[config.mk]
export PLATFORM = sky130hd
export DESIGN_NAME = video_pattern_gen_flat
export DESIGN_NICKNAME = d
export VERILOG_FILES = /design/src/rtl/video_pkg.sv /design/src/rtl/video_pattern_gen_if.sv /design/src/rtl/video_pos_counter.sv /design/src/rtl/video_pattern_gen.sv /design/src/flat_wrapper.sv
export SDC_FILE = /design/constraint.sdc
export NUM_CORES = 1
export LEC_CHECK = 0
export ABC_AREA = 1
export BUFFER_PORTS_ARGS = -buffer_cell sky130_fd_sc_hd__buf_2
export CAP_MARGIN = 20
export CORE_UTILIZATION = 38
export DETAILED_ROUTE_END_ITERATION = 6
export PLACE_DENSITY_LB_ADDON = 0.08
export SKIP_LAST_GASP = 1
export SLEW_MARGIN = 20
export SYNTH_ARGS = -nofsm -noshare
export SYNTH_HDL_FRONTEND = slang
export SYNTH_SLANG_ARGS = --single-unit
[constraint.sdc]
create_clock -name clk_25mhz -period 1.71 [get_ports clk_25mhz]
set_input_delay 0.171 -clock clk_25mhz [delete_from_list [all_inputs] [get_ports clk_25mhz]]
set_output_delay 0.171 -clock clk_25mhz [all_outputs]
set_load 0.005 [all_outputs]
[src/rtl/video_pkg.sv]
// Shared definitions for the video pattern generator: mode encodings,
// the colour-bar table and bar-width helper.
package video_pkg;

  typedef enum logic [2:0] {
    MODE_BARS   = 3'd0,
    MODE_GRAD   = 3'd1,
    MODE_CHECK  = 3'd2,
    MODE_SOLID  = 3'd3,
    MODE_BORDER = 3'd4
  } mode_e;

  localparam int NUM_BARS = 8;

  // {red,grn,blu} masks: white, yellow, cyan, green, magenta, red, blue, black
  localparam logic [2:0] BAR_RGB [NUM_BARS] = '{
    3'b111, 3'b110, 3'b011, 3'b010, 3'b101, 3'b100, 3'b001, 3'b000
  };

  function automatic int bar_w(input int h_active);
    return h_active / NUM_BARS;
  endfunction

  function automatic logic [2:0] bar_mask(input logic [2:0] idx);
    return BAR_RGB[idx];
  endfunction

endpackage

[src/rtl/video_pattern_gen_if.sv]
// Pixel-pull handshake between the HDMI encoder (master) and the
// pattern generator (slave). Signal prefixes are from the generator's view.
interface video_pattern_gen_if #(
  parameter int BITS_PER_COLOR = 8
);
  logic                          i_rd;
  logic                          i_newline;
  logic                          i_newframe;
  logic [2:0]                    i_mode;
  logic [3*BITS_PER_COLOR-1:0]   i_solid;
  logic [3*BITS_PER_COLOR-1:0]   o_pixel;
  logic [2:0]                    o_mode;
  logic                          o_overrun;
  logic [15:0]                   o_frame_count;

  modport master (
    output i_rd, i_newline, i_newframe, i_mode, i_solid,
    input  o_pixel, o_mode, o_overrun, o_frame_count
  );

  modport slave (
    input  i_rd, i_newline, i_newframe, i_mode, i_solid,
    output o_pixel, o_mode, o_overrun, o_frame_count
  );
endinterface

[src/rtl/video_pos_counter.sv]
// x/y position tracking with strobe priority (newframe > newline > rd),
// saturation at the active-area edge, sticky overrun flag and a bar
// sub-counter so the bar index needs no divider. Next-state values are
// exported so the top can register the pixel for the new position.
module video_pos_counter #(
  parameter int H_ACTIVE = 640,
  parameter int V_ACTIVE = 480,
  parameter int X_W      = 10,
  parameter int Y_W      = 9,
  parameter int BAR_W    = 80,
  parameter int SUB_W    = 7
) (
  input  logic             clk_25mhz,
  input  logic             reset,
  input  logic             i_rd,
  input  logic             i_newline,
  input  logic             i_newframe,
  input  logic [SUB_W-1:0] i_pre_sub,
  input  logic [2:0]       i_pre_bar,
  output logic [X_W-1:0]   o_x_nxt,
  output logic [Y_W-1:0]   o_y_nxt,
  output logic [2:0]       o_bar_nxt,
  output logic             o_overrun
);

  logic [X_W-1:0]   r_x, w_x_nxt;
  logic [Y_W-1:0]   r_y, w_y_nxt;
  logic [SUB_W-1:0] r_sub, w_sub_nxt;
  logic [2:0]       r_bar, w_bar_nxt;
  logic             r_overrun, w_overrun_nxt;

  // Next position from the highest-priority strobe; lower ones are ignored
  always_comb begin
    w_x_nxt       = r_x;
    w_y_nxt       = r_y;
    w_sub_nxt     = r_sub;
    w_bar_nxt     = r_bar;
    w_overrun_nxt = r_overrun;
    if (i_newframe) begin
      w_x_nxt       = '0;
      w_y_nxt       = '0;
      w_sub_nxt     = i_pre_sub;
      w_bar_nxt     = i_pre_bar;
      w_overrun_nxt = 1'b0;
    end else if (i_newline) begin
      w_x_nxt   = '0;
      w_sub_nxt = i_pre_sub;
      w_bar_nxt = i_pre_bar;
      if (r_y == Y_W'(V_ACTIVE - 1)) begin
        w_overrun_nxt = 1'b1;
      end else begin
        w_y_nxt = r_y + Y_W'(1);
      end
    end else if (i_rd) begin
      if (r_x == X_W'(H_ACTIVE - 1)) begin
        w_overrun_nxt = 1'b1;
      end else begin
        w_x_nxt = r_x + X_W'(1);
        if (r_sub == SUB_W'(BAR_W - 1)) begin
          w_sub_nxt = '0;
          w_bar_nxt = r_bar + 3'd1;
        end else begin
          w_sub_nxt = r_sub + SUB_W'(1);
        end
      end
    end
  end

  // Position registers, synchronous reset to the top-left corner
  always_ff @(posedge clk_25mhz) begin
    if (reset) begin
      r_x       <= '0;
      r_y       <= '0;
      r_sub     <= '0;
      r_bar     <= '0;
      r_overrun <= 1'b0;
    end else begin
      r_x       <= w_x_nxt;
      r_y       <= w_y_nxt;
      r_sub     <= w_sub_nxt;
      r_bar     <= w_bar_nxt;
      r_overrun <= w_overrun_nxt;
    end
  end

  assign o_x_nxt   = w_x_nxt;
  assign o_y_nxt   = w_y_nxt;
  assign o_bar_nxt = w_bar_nxt;
  assign o_overrun = r_overrun;

endmodule

[src/rtl/video_pattern_gen.sv]
// Parametrised test-pattern source for the HDMI encoder pixel-pull port.
// Optional scrolling and frame counter: define PATTERN_SCROLL_EN.
// The pixel is registered from the next-state position so o_pixel always
// matches the current (x,y) with no bubbles under back-to-back i_rd.
module video_pattern_gen
  import video_pkg::*;
#(
  parameter int H_ACTIVE       = 640,
  parameter int V_ACTIVE       = 480,
  parameter int BITS_PER_COLOR = 8,
  parameter int CHECK_LOG2     = 5,
  parameter int GRAD_SHIFT     = 2
) (
  input logic                clk_25mhz,
  input logic                reset,
  video_pattern_gen_if.slave bus
);

  localparam int X_W   = $clog2(H_ACTIVE);
  localparam int XS_W  = X_W + 1;
  localparam int Y_W   = $clog2(V_ACTIVE);
  localparam int BAR_W = bar_w(H_ACTIVE);
  localparam int SUB_W = $clog2(BAR_W);
  localparam int PIX_W = 3 * BITS_PER_COLOR;

  function automatic logic [PIX_W-1:0] expand_rgb(input logic [2:0] m);
    return {{BITS_PER_COLOR{m[2]}}, {BITS_PER_COLOR{m[1]}}, {BITS_PER_COLOR{m[0]}}};
  endfunction

  logic [X_W-1:0]            w_x_nxt, w_xs;
  logic [Y_W-1:0]            w_y_nxt;
  logic [2:0]                w_bar_nxt, w_pre_bar;
  logic [SUB_W-1:0]          w_pre_sub;
  logic [2:0]                r_mode, w_mode_nxt;
  logic [PIX_W-1:0]          r_pixel, w_pixel_nxt;
  logic [BITS_PER_COLOR-1:0] w_grad;
  logic                      w_border;

  video_pos_counter #(
    .H_ACTIVE (H_ACTIVE),
    .V_ACTIVE (V_ACTIVE),
    .X_W      (X_W),
    .Y_W      (Y_W),
    .BAR_W    (BAR_W),
    .SUB_W    (SUB_W)
  ) u_pos (
    .clk_25mhz  (clk_25mhz),
    .reset      (reset),
    .i_rd       (bus.i_rd),
    .i_newline  (bus.i_newline),
    .i_newframe (bus.i_newframe),
    .i_pre_sub  (w_pre_sub),
    .i_pre_bar  (w_pre_bar),
    .o_x_nxt    (w_x_nxt),
    .o_y_nxt    (w_y_nxt),
    .o_bar_nxt  (w_bar_nxt),
    .o_overrun  (bus.o_overrun)
  );

`ifdef PATTERN_SCROLL_EN
  logic [15:0]      r_frame_count;
  logic [X_W-1:0]   r_off, w_off_nxt;
  logic [SUB_W-1:0] r_off_sub, w_off_sub_nxt;
  logic [2:0]       r_off_bar, w_off_bar_nxt;
  logic [XS_W-1:0]  w_xs_sum;

  // Scroll offset advances one pixel per frame, kept both as x mod H_ACTIVE
  // and as (bar, sub) so line-start preloads need no division
  always_comb begin
    w_off_nxt     = r_off;
    w_off_sub_nxt = r_off_sub;
    w_off_bar_nxt = r_off_bar;
    if (bus.i_newframe) begin
      w_off_nxt = (r_off == X_W'(H_ACTIVE - 1)) ? '0 : r_off + X_W'(1);
      if (r_off_sub == SUB_W'(BAR_W - 1)) begin
        w_off_sub_nxt = '0;
        w_off_bar_nxt = r_off_bar + 3'd1;
      end else begin
        w_off_sub_nxt = r_off_sub + SUB_W'(1);
      end
    end
  end

  // Frame counter and scroll offset registers
  always_ff @(posedge clk_25mhz) begin
    if (reset) begin
      r_frame_count <= '0;
      r_off         <= '0;
      r_off_sub     <= '0;
      r_off_bar     <= '0;
    end else begin
      if (bus.i_newframe) r_frame_count <= r_frame_count + 16'd1;
      r_off     <= w_off_nxt;
      r_off_sub <= w_off_sub_nxt;
      r_off_bar <= w_off_bar_nxt;
    end
  end

  assign w_xs_sum  = {1'b0, w_x_nxt} + {1'b0, w_off_nxt};
  assign w_xs      = (w_xs_sum >= XS_W'(H_ACTIVE)) ? X_W'(w_xs_sum - XS_W'(H_ACTIVE))
                                                    : X_W'(w_xs_sum);
  assign w_pre_sub = w_off_sub_nxt;
  assign w_pre_bar = w_off_bar_nxt;
  assign bus.o_frame_count = r_frame_count;
`else
  assign w_xs      = w_x_nxt;
  assign w_pre_sub = '0;
  assign w_pre_bar = '0;
  assign bus.o_frame_count = '0;
`endif

  assign w_mode_nxt = bus.i_newframe ? bus.i_mode : r_mode;
  assign w_grad     = BITS_PER_COLOR'(w_x_nxt >> GRAD_SHIFT);
  assign w_border   = (w_x_nxt == '0) || (w_x_nxt == X_W'(H_ACTIVE - 1)) ||
                      (w_y_nxt == '0) || (w_y_nxt == Y_W'(V_ACTIVE - 1));

  // Pattern select for the position the counters are moving to
  always_comb begin
    w_pixel_nxt = '0;
    case (w_mode_nxt)
      MODE_BARS:   w_pixel_nxt = expand_rgb(bar_mask(w_bar_nxt));
      MODE_GRAD:   w_pixel_nxt = {3{w_grad}};
      MODE_CHECK:  w_pixel_nxt = (w_xs[CHECK_LOG2] ^ w_y_nxt[CHECK_LOG2]) ? '1 : '0;
      MODE_SOLID:  w_pixel_nxt = bus.i_solid;
      MODE_BORDER: w_pixel_nxt = w_border ? '1 : '0;
      default:     w_pixel_nxt = '0;
    endcase
  end

  // Output pixel and latched mode; reset shows bar 0 at the origin
  always_ff @(posedge clk_25mhz) begin
    if (reset) begin
      r_mode  <= 3'(MODE_BARS);
      r_pixel <= expand_rgb(bar_mask(3'd0));
    end else begin
      r_mode  <= w_mode_nxt;
      r_pixel <= w_pixel_nxt;
    end
  end

  assign bus.o_pixel = r_pixel;
  assign bus.o_mode  = r_mode;

endmodule

[src/flat_wrapper.sv]
// flat-port wrapper written by rule: the top's interface ports become plain ports
module video_pattern_gen_flat import video_pkg::*;
#(
  parameter int H_ACTIVE       = 640,
  parameter int V_ACTIVE       = 480,
  parameter int BITS_PER_COLOR = 8,
  parameter int CHECK_LOG2     = 5,
  parameter int GRAD_SHIFT     = 2
)
  (clk_25mhz, reset, bus_i_rd, bus_i_newline, bus_i_newframe, bus_i_mode, bus_i_solid, bus_o_pixel, bus_o_mode, bus_o_overrun, bus_o_frame_count);
  video_pattern_gen_if #(.BITS_PER_COLOR(BITS_PER_COLOR)) bus_i ();
  input logic clk_25mhz;
  input logic reset;
  input wire logic [$bits(bus_i.i_rd)-1:0] bus_i_rd;
  input wire logic [$bits(bus_i.i_newline)-1:0] bus_i_newline;
  input wire logic [$bits(bus_i.i_newframe)-1:0] bus_i_newframe;
  input wire logic [$bits(bus_i.i_mode)-1:0] bus_i_mode;
  input wire logic [$bits(bus_i.i_solid)-1:0] bus_i_solid;
  output wire logic [$bits(bus_i.o_pixel)-1:0] bus_o_pixel;
  output wire logic [$bits(bus_i.o_mode)-1:0] bus_o_mode;
  output wire logic [$bits(bus_i.o_overrun)-1:0] bus_o_overrun;
  output wire logic [$bits(bus_i.o_frame_count)-1:0] bus_o_frame_count;
  assign bus_i.i_rd = bus_i_rd;
  assign bus_i.i_newline = bus_i_newline;
  assign bus_i.i_newframe = bus_i_newframe;
  assign bus_i.i_mode = bus_i_mode;
  assign bus_i.i_solid = bus_i_solid;
  assign bus_o_pixel = bus_i.o_pixel;
  assign bus_o_mode = bus_i.o_mode;
  assign bus_o_overrun = bus_i.o_overrun;
  assign bus_o_frame_count = bus_i.o_frame_count;
  video_pattern_gen #(.H_ACTIVE(H_ACTIVE), .V_ACTIVE(V_ACTIVE), .BITS_PER_COLOR(BITS_PER_COLOR), .CHECK_LOG2(CHECK_LOG2), .GRAD_SHIFT(GRAD_SHIFT)) u_core (.clk_25mhz(clk_25mhz), .reset(reset), .bus(bus_i));
endmodule
* Word level (Yosys, flattened, before mapping)
Memory sizes are Yosys's and may differ from the RTL's. Cells that the tools add are included.
Cells by class: add/subtract/negate cells 4, $lt $le $gt $ge 1, equal/unequal tests 10, mux-type cells 23, bitwise gates (word level) 3, reduce and logical (&&, ||, !) cells 12
Operators by type and width (number):
- 24-bit one-hot mux with 5 select lines | 1
- 24-bit two-way mux | 2
- 10-bit two-way mux | 4
- 9-bit two-way mux | 3
- 3-bit two-way mux | 8
- 10-bit == test, second input constant | 2
- 9-bit == test, second input constant | 2
- 10-bit by 1-bit adder with 10-bit output, second input constant | 1
- 10-bit logical NOT | 1
- 9-bit by 1-bit adder with 9-bit output, second input constant | 1
- 9-bit logical NOT | 1
- 7-bit by 1-bit adder with 7-bit output, second input constant | 1
- 7-bit == test, second input constant | 1
- 7-bit two-way mux | 1
- 3-bit by 2-bit == test with 1-bit output, second input constant | 2
- 4-bit >= comparator, second input constant | 1
- 1-bit two-way mux | 4
- 3-bit NOT with 4-bit output | 1
- 2-bit nonzero test | 2
- 3-bit by 1-bit adder with 3-bit output, second input constant | 1
- 3-bit by 1-bit == test with 1-bit output, second input constant | 1
- 3-bit == test, second input constant | 1
- 3-bit logical NOT | 1
- 1-bit logical OR | 3
- other kinds (7) | 7
Word-level totals: bits in registers 57, bits in read-only memories 24, output and inout port bits 44, word-level logic and storage cells 61, memories 1
Memories:
- (no name shown) | words 8, width 3, read ports 1, clocked after Yosys merged registers in 0, write ports 0, line video_pkg.sv:25 | return BAR_RGB[idx];

* Depth between registers and ports, before layout
depth in word-level cells 11, gate-level depth with buffers 17, gate-level depth less buffers 16

* By module
Synthesis repeated with hierarchy kept, for this count alone.
Unflattened totals: cells, all modules 515, area, all modules 3435.8 um2
Modules (own cells, without submodules):
- video_pos_counter | times used 1, cells an instance 273, area an instance 1796.7 um2, seq. area each 600.6 um2
- video_pattern_gen | times used 1, cells an instance 242, area an instance 1639.1 um2, seq. area each 540.5 um2

* Least setup slack after synthesis
OpenSTA, ideal clock, no wires.
path type register to register, start point register u_core.u_pos.r_y[0], end point register u_core.r_pixel[10] (netlist: u_core.bus.o_pixel[10]), setup time 0.143 ns, data arrival time 1.733 ns, data required time 1.567 ns, path slack -0.165 ns, cell stages (with the launch flop) 18, buffers on the path 1, period minus slack after synthesis 1.875 ns, cells stage by stage dfxtp_1 > ha_1 > nand2_2 > nor2_4 > nand2_2 > nand2_1 > nand2_1 > nand3_2 > inv_1 > nand2_1 > nor2_1 > nand2_1 > nand2_1 > inv_1 > nand3_2 > nand2_4 > buf_8 > nand3_2
On the way: longest elaborated chain between the ends 9
RTL lines:
- start, declared | line video_pos_counter.sv:27 | logic [Y_W-1:0] r_y, w_y_nxt;
- start signal, assigned | line video_pos_counter.sv:79 | r_y <= w_y_nxt;
- 9-bit by 1-bit adder with 9-bit output or 9-bit == test (tied branches) | line video_pos_counter.sv:52, video_pos_counter.sv:49
- 9-bit two-way mux | line video_pos_counter.sv:49 | if (r_y == Y_W'(V_ACTIVE - 1)) begin
- 9-bit two-way mux (*) | line video_pos_counter.sv:45 | end else if (i_newline) begin
- 9-bit two-way mux (*) | line video_pos_counter.sv:39 | if (i_newframe) begin
- 9-bit logical NOT | line video_pattern_gen.sv:115 | (w_y_nxt == '0) || (w_y_nxt == Y_W'(V_ACTIVE - 1));
- 1-bit logical OR | line video_pattern_gen.sv:114 | assign w_border = (w_x_nxt == '0) || (w_x_nxt == X_W'(H_ACTIVE - 1)) ||
- 1-bit logical OR | line video_pattern_gen.sv:115
- 24-bit two-way mux | line video_pattern_gen.sv:125 | MODE_BORDER: w_pixel_nxt = w_border ? '1 : '0;
- 24-bit one-hot mux with 5 select lines (*) | line video_pattern_gen.sv:120 | case (w_mode_nxt)
- end signal, assigned | line video_pattern_gen.sv:134 | r_pixel <= expand_rgb(bar_mask(3'd0));
- end signal, assigned | line video_pattern_gen.sv:137 | r_pixel <= w_pixel_nxt;
- end, declared | line video_pattern_gen.sv:35 | logic [PIX_W-1:0] r_pixel, w_pixel_nxt;
Every way passes the cells marked *; elsewhere a longest branch is shown, timed or not. A chain may end at the register's enable or synchronous reset.

* Worst setup path after layout
start point register u_core.u_pos.r_x[1], end point register u_core.r_pixel[6] (netlist: u_core.bus.o_pixel[6])
On the way: longest elaborated chain between the ends 11
RTL lines:
- start, declared | line video_pos_counter.sv:26 | logic [X_W-1:0] r_x, w_x_nxt;
- start signal, assigned | line video_pos_counter.sv:78 | r_x <= w_x_nxt;
- 10-bit by 1-bit adder with 10-bit output or 10-bit == test (tied branches) | line video_pos_counter.sv:58, video_pos_counter.sv:55
- 10-bit two-way mux | line video_pos_counter.sv:55 | if (r_x == X_W'(H_ACTIVE - 1)) begin
- 10-bit two-way mux | line video_pos_counter.sv:54 | end else if (i_rd) begin
- 10-bit two-way mux | line video_pos_counter.sv:45
- 10-bit two-way mux | line video_pos_counter.sv:39
- 10-bit == test or 10-bit logical NOT (tied branches) | line video_pattern_gen.sv:114
- 1-bit logical OR (2 in a row) | line video_pattern_gen.sv:114
- 1-bit logical OR | line video_pattern_gen.sv:115
- 24-bit two-way mux | line video_pattern_gen.sv:125
- 24-bit one-hot mux with 5 select lines (*) | line video_pattern_gen.sv:120
Every way passes the cells marked *; elsewhere a longest branch is shown, timed or not. The select of a mux whose other input is x is not followed.

==> out/qor_table.md <==
| Result | Reported |
| --- | --- |
| Residual overflow from global routing | 0 |
| Endpoints failing hold | 0 |
| Clock-pin slew reported for the worst setup and hold paths after clock tree synthesis | 0.07 ns |
| H-tree Lvls | 3 |
| Worst-case clock skew | 0.006820 ns |
| Status | finished with violations |
| Sequential area share after synthesis | 34.18% |
| Count of state elements after synthesis | 57 |
| Core outline area | 8341 µm² |
| Gr usage total | 21.63% |
| Synth top cells by count | nand2_1, nor2_1, dfxtp_1 |
| Number of global-route vias before repair | 3235 |
| Cell types occupying the most area after synthesis | dfxtp_1, nand2_1, nor2_1 |
| Post-synth ARST share | 0% |
| Most used standard cell by instance count after synthesis | nand2_1 |
| Required time reported for the critical path endpoint | 1.99 ns |
| Ports placed on the boundary | 76 |
| Count of vias placed by the detailed router | 3586 |
| DIE WIDTH | 95.73 µm |
| Fin crit period | 2.003 ns |
| Clock sinks | 57 |
| Post-detailed-routing wire length | 9.631 mm |
| Crit path setup slack, layout | -0.2933 ns |
| Cell area after technology mapping | 3338 µm² |
| Total negative slack | -6.653 ns |
| Register-to-register setup slack | -0.29 ns |
| Library cell occupying the most area in the post-synthesis netlist | dfxtp_1 |
| Worst r2r dst | u_core.bus.o_pixel[6]$_SDFF_PP1_ |
| Total power | 3.281 mW |
| Startpoint of the worst setup timing path | u_core.u_pos.r_x[1]$_SDFF_PP0_ |
| Max-slew violations | 0 |
| Proportion of netlist area held by the largest area contributor | 34.18% |
| Launch instance of the worst register-to-register path | u_core.u_pos.r_x[1]$_SDFF_PP0_ |
| Mean routed wirelength per cell | 12.82 µm |
| CP Capture Point | u_core.bus.o_pixel[6]$_SDFF_PP1_ |
| Path depth of the worst reg2reg path | 14 |
| Placed Cells | 710 |
| Largest net degree at the start of global routing | 25 |
| Static Leak | 2.411 nW |
| Initial core utilization | 40.02% |
| Antenna violations before repair | 0 |
| Count of max-cap constraint violations | 0 |
| Number of nets at the end of the flow | 677 |
| Global-route wire length before repair | 15.06 mm |
| Maximum buffer depth of the clock tree | 2 |
| Antenna diode count | 0 |
| Number of setup violations in the final report | 24 |
| Startpoint-to-endpoint class of the critical path | flip-flop to flip-flop |
| TritonCTS clock tree | built |
| Final std cells w/o fill | 751 |
| Maximum fanout along the worst path | 6 |
| Timing-limited maximum frequency | 0.4992 GHz |
| Netlist cell types | 39 |
| Worst Hold Slack | 0.1228 ns |
| Floorplan die area | 9163 µm² |
| DRT iter0 DRCs | 141 |
| Clock latency reported for the late side of the worst-skew pair | 0.34 ns |
| Drc violations | 4 |
| Number of detailed-routing iterations run before antenna repair | 7 |
| Number of antenna-violating nets in the routed design | 0 |
| Endpoint type of the worst setup path | flip-flop |
| Count of flip-flops with a built-in enable after synthesis | 0 |
| Setup repair after global routing missed its margin | true |
| Root Buffer | clkbuf_8 |
| Total CTS buffers | 9 |
| Mapped Cells | 486 |
| Setup slack at placement | -0.3796 ns |
| Data arrival at the endpoint of the critical path | 2.29 ns |
| Period utilization | 117.2% |
| Remaining max-slew budget at the tightest pin | 41.07% |
| Area overhead of the layout relative to synthesis | 49.44% |
| Share of final-layout standard cells stronger than drive strength 1 | 46.90% |
| HPWL after detailed placement | 6.927 mm |
| Failing checks | DRC, setup timing |
| CP startpoint kind | flip-flop |
| Maximum VDD drop | 0.0004478 V |
| Gpl congestion | 0.7990 |
| Number of buffers added on ports | 59 |
| Number of core rows | 33 |
| Mean number of vias per cell | 4.775 |
| Total power per unit cell area | 657.8 nW/µm² |
| Transition time at the pin with the least slew margin | 0.8830 ns |
| Worst hold path type | primary input to flip-flop |
| Avg Cell Area, Syn | 6.869 µm² |
| Die boundary height | 95.73 µm |
| Dominant register cell in the synthesized netlist | dfxtp_1 |
| Ys Warns | 0 |
==> critical path, stage by stage, from the launching register on <==
cell and delay, ns:
dfxtp_4 0.36, ha_4 0.17, nand2_4 0.07, inv_4 0.05
nand3_4 0.11, nand2_8 0.09, buf_12 0.13, o21bai_2 0.20
nand2_1 0.09, nor2_1 0.12, nand3b_1 0.12, nand3_2 0.11
nand2_4 0.09, clkbuf_16 0.18, nand3_2 0.05
==> cells by family (layout without fill, tap and decap cells) <==
| kind of cell | after synthesis | in the layout | synth area share (%) |
|---|---|---|---|
| AO/OA/AOI/OAI | 29 | 29 | 5.398 |
| XOR/XNOR | 2 | 2 | 0.5248 |
| adder cells (fa/ha/maj) | 4 | 4 | 1.499 |
| buffers and inverters | 80 | 224 | 11.69 |
| flip-flops | 57 | 57 | 34.18 |
| multiplexers | 1 | 1 | 0.2999 |
| other | 1 | 16 | 0.1123 |
| AND/OR/NAND/NOR | 312 | 313 | 46.29 |
==> through the flow <==
stage / instance area (µm²) / util (%)
floorplan: 3453 / -
global placement: 4253 / 50.99
detailed placement: 4253 / 50.99
CTS: 4641 / 55.64
global route: 4989 / 59.81
finish: 4989 / 59.81
==> sequential cells by signal, summed over array words and instances (netlist names) <==
| register | flops |
|---|---|
| u_core.u_pos.r_sub | 7 |
| u_core.u_pos.r_bar | 3 |
| u_core.u_pos.o_overrun | 1 |
| u_core.u_pos.r_y | 9 |
| u_core.bus.o_pixel | 24 |
| u_core.bus.o_mode | 3 |
| u_core.u_pos.r_x | 10 |
==> power breakdown <==
group          switching [mW]  total [mW]  internal [mW]
Combinational           0.322       0.586          0.264
Clock                   0.565        1.27          0.707
Sequential             0.0272        1.42           1.40
Total                   0.913        3.28           2.37
==> per-layer routing <==
metal | part of all wire [%] | GRT usage, % | vias to the layer above
li1 | - | - | 1824
met1 | 45 | 27.56 | 1672
met2 | 50 | 36.19 | 77
met3 | 3.8 | 4.502 | 13
met4 | 1.4 | 7.463 | 0
met5 | 0 | 0 | -
==> how the worst min path moves through the flow <==
| stage | from | to | slack (ns) | depth (start not counted) |
|---|---|---|---|---|
| 6_report | bus_i_solid[14] | u_core.bus.o_pixel[14]$_SDFF_PP1_ | 0.12 | 5 |
| 5_1_grt | bus_i_solid[14] | u_core.bus.o_pixel[14]$_SDFF_PP1_ | 0.13 | 5 |
| 4_1_cts | bus_i_solid[10] | u_core.bus.o_pixel[10]$_SDFF_PP1_ | 0.11 | 5 |
| 3_5_place_dp | u_core.u_pos.o_overrun$_SDFFE_PP0P_ | u_core.u_pos.o_overrun$_SDFFE_PP0P_ | 0.47 | 2 |
| 3_3_place_gp | u_core.u_pos.r_sub[3]$_SDFFE_PP0P_ | u_core.u_pos.r_sub[3]$_SDFFE_PP0P_ | 0.46 | 2 |
| 2_1_floorplan | bus_i_newframe | u_core.bus.o_mode[0]$_SDFF_PP0_ | 0.37 | 2 |
==> placed cells by master (no fill, tap or decap), types with 2 or more instances in the layout <==
| cell | count |
|---|---|
| nand2_1 | 114 |
| buf_4 | 89 |
| nor2_1 | 62 |
| buf_2 | 59 |
| dfxtp_1 | 48 |
| nand3_2 | 44 |
| inv_1 | 40 |
| nand3_1 | 27 |
| nor2_2 | 22 |
| conb_1 | 16 |
| nand2_2 | 13 |
| clkbuf_8 | 10 |
| nand4_1 | 7 |
| o21ai_2 | 7 |
| inv_2 | 6 |
| buf_6 | 6 |
| nor2_4 | 5 |
| nand2_4 | 5 |
| dfxtp_4 | 5 |
| o21ai_1 | 4 |
| a21oi_1 | 4 |
| o21ai_4 | 4 |
| dfxtp_2 | 4 |
| clkinv_2 | 3 |
| o21ai_0 | 3 |
| ha_4 | 3 |
| buf_12 | 3 |
| nor3_4 | 2 |
| or2_1 | 2 |
| clkinv_1 | 2 |
| a21o_1 | 2 |
| nand3b_1 | 2 |
| nor3_2 | 2 |
| xor2_1 | 2 |
| nor3b_2 | 2 |
| clkinvlp_4 | 2 |
==> what timing repair did <==
item	CTS	global route
hold buffers	0	0
setup endpoints to repair	26	28
cloned	1	1
resized for setup	33	53
pin swaps	36	34
buffers inserted	9	14
==> cell type report <==
cell class | instances | area [µm²]
repair buffers | 158 | 1116
fillers | 784 | 3352
flip-flops and latches | 57 | 1165
clock inverters | 5 | 55.05
clock buffers | 11 | 141.4
well taps | 105 | 131.4
multi-input cells | 365 | 2188
inverters | 50 | 191.4
Note: power is estimated with default switching activity, not from simulation.
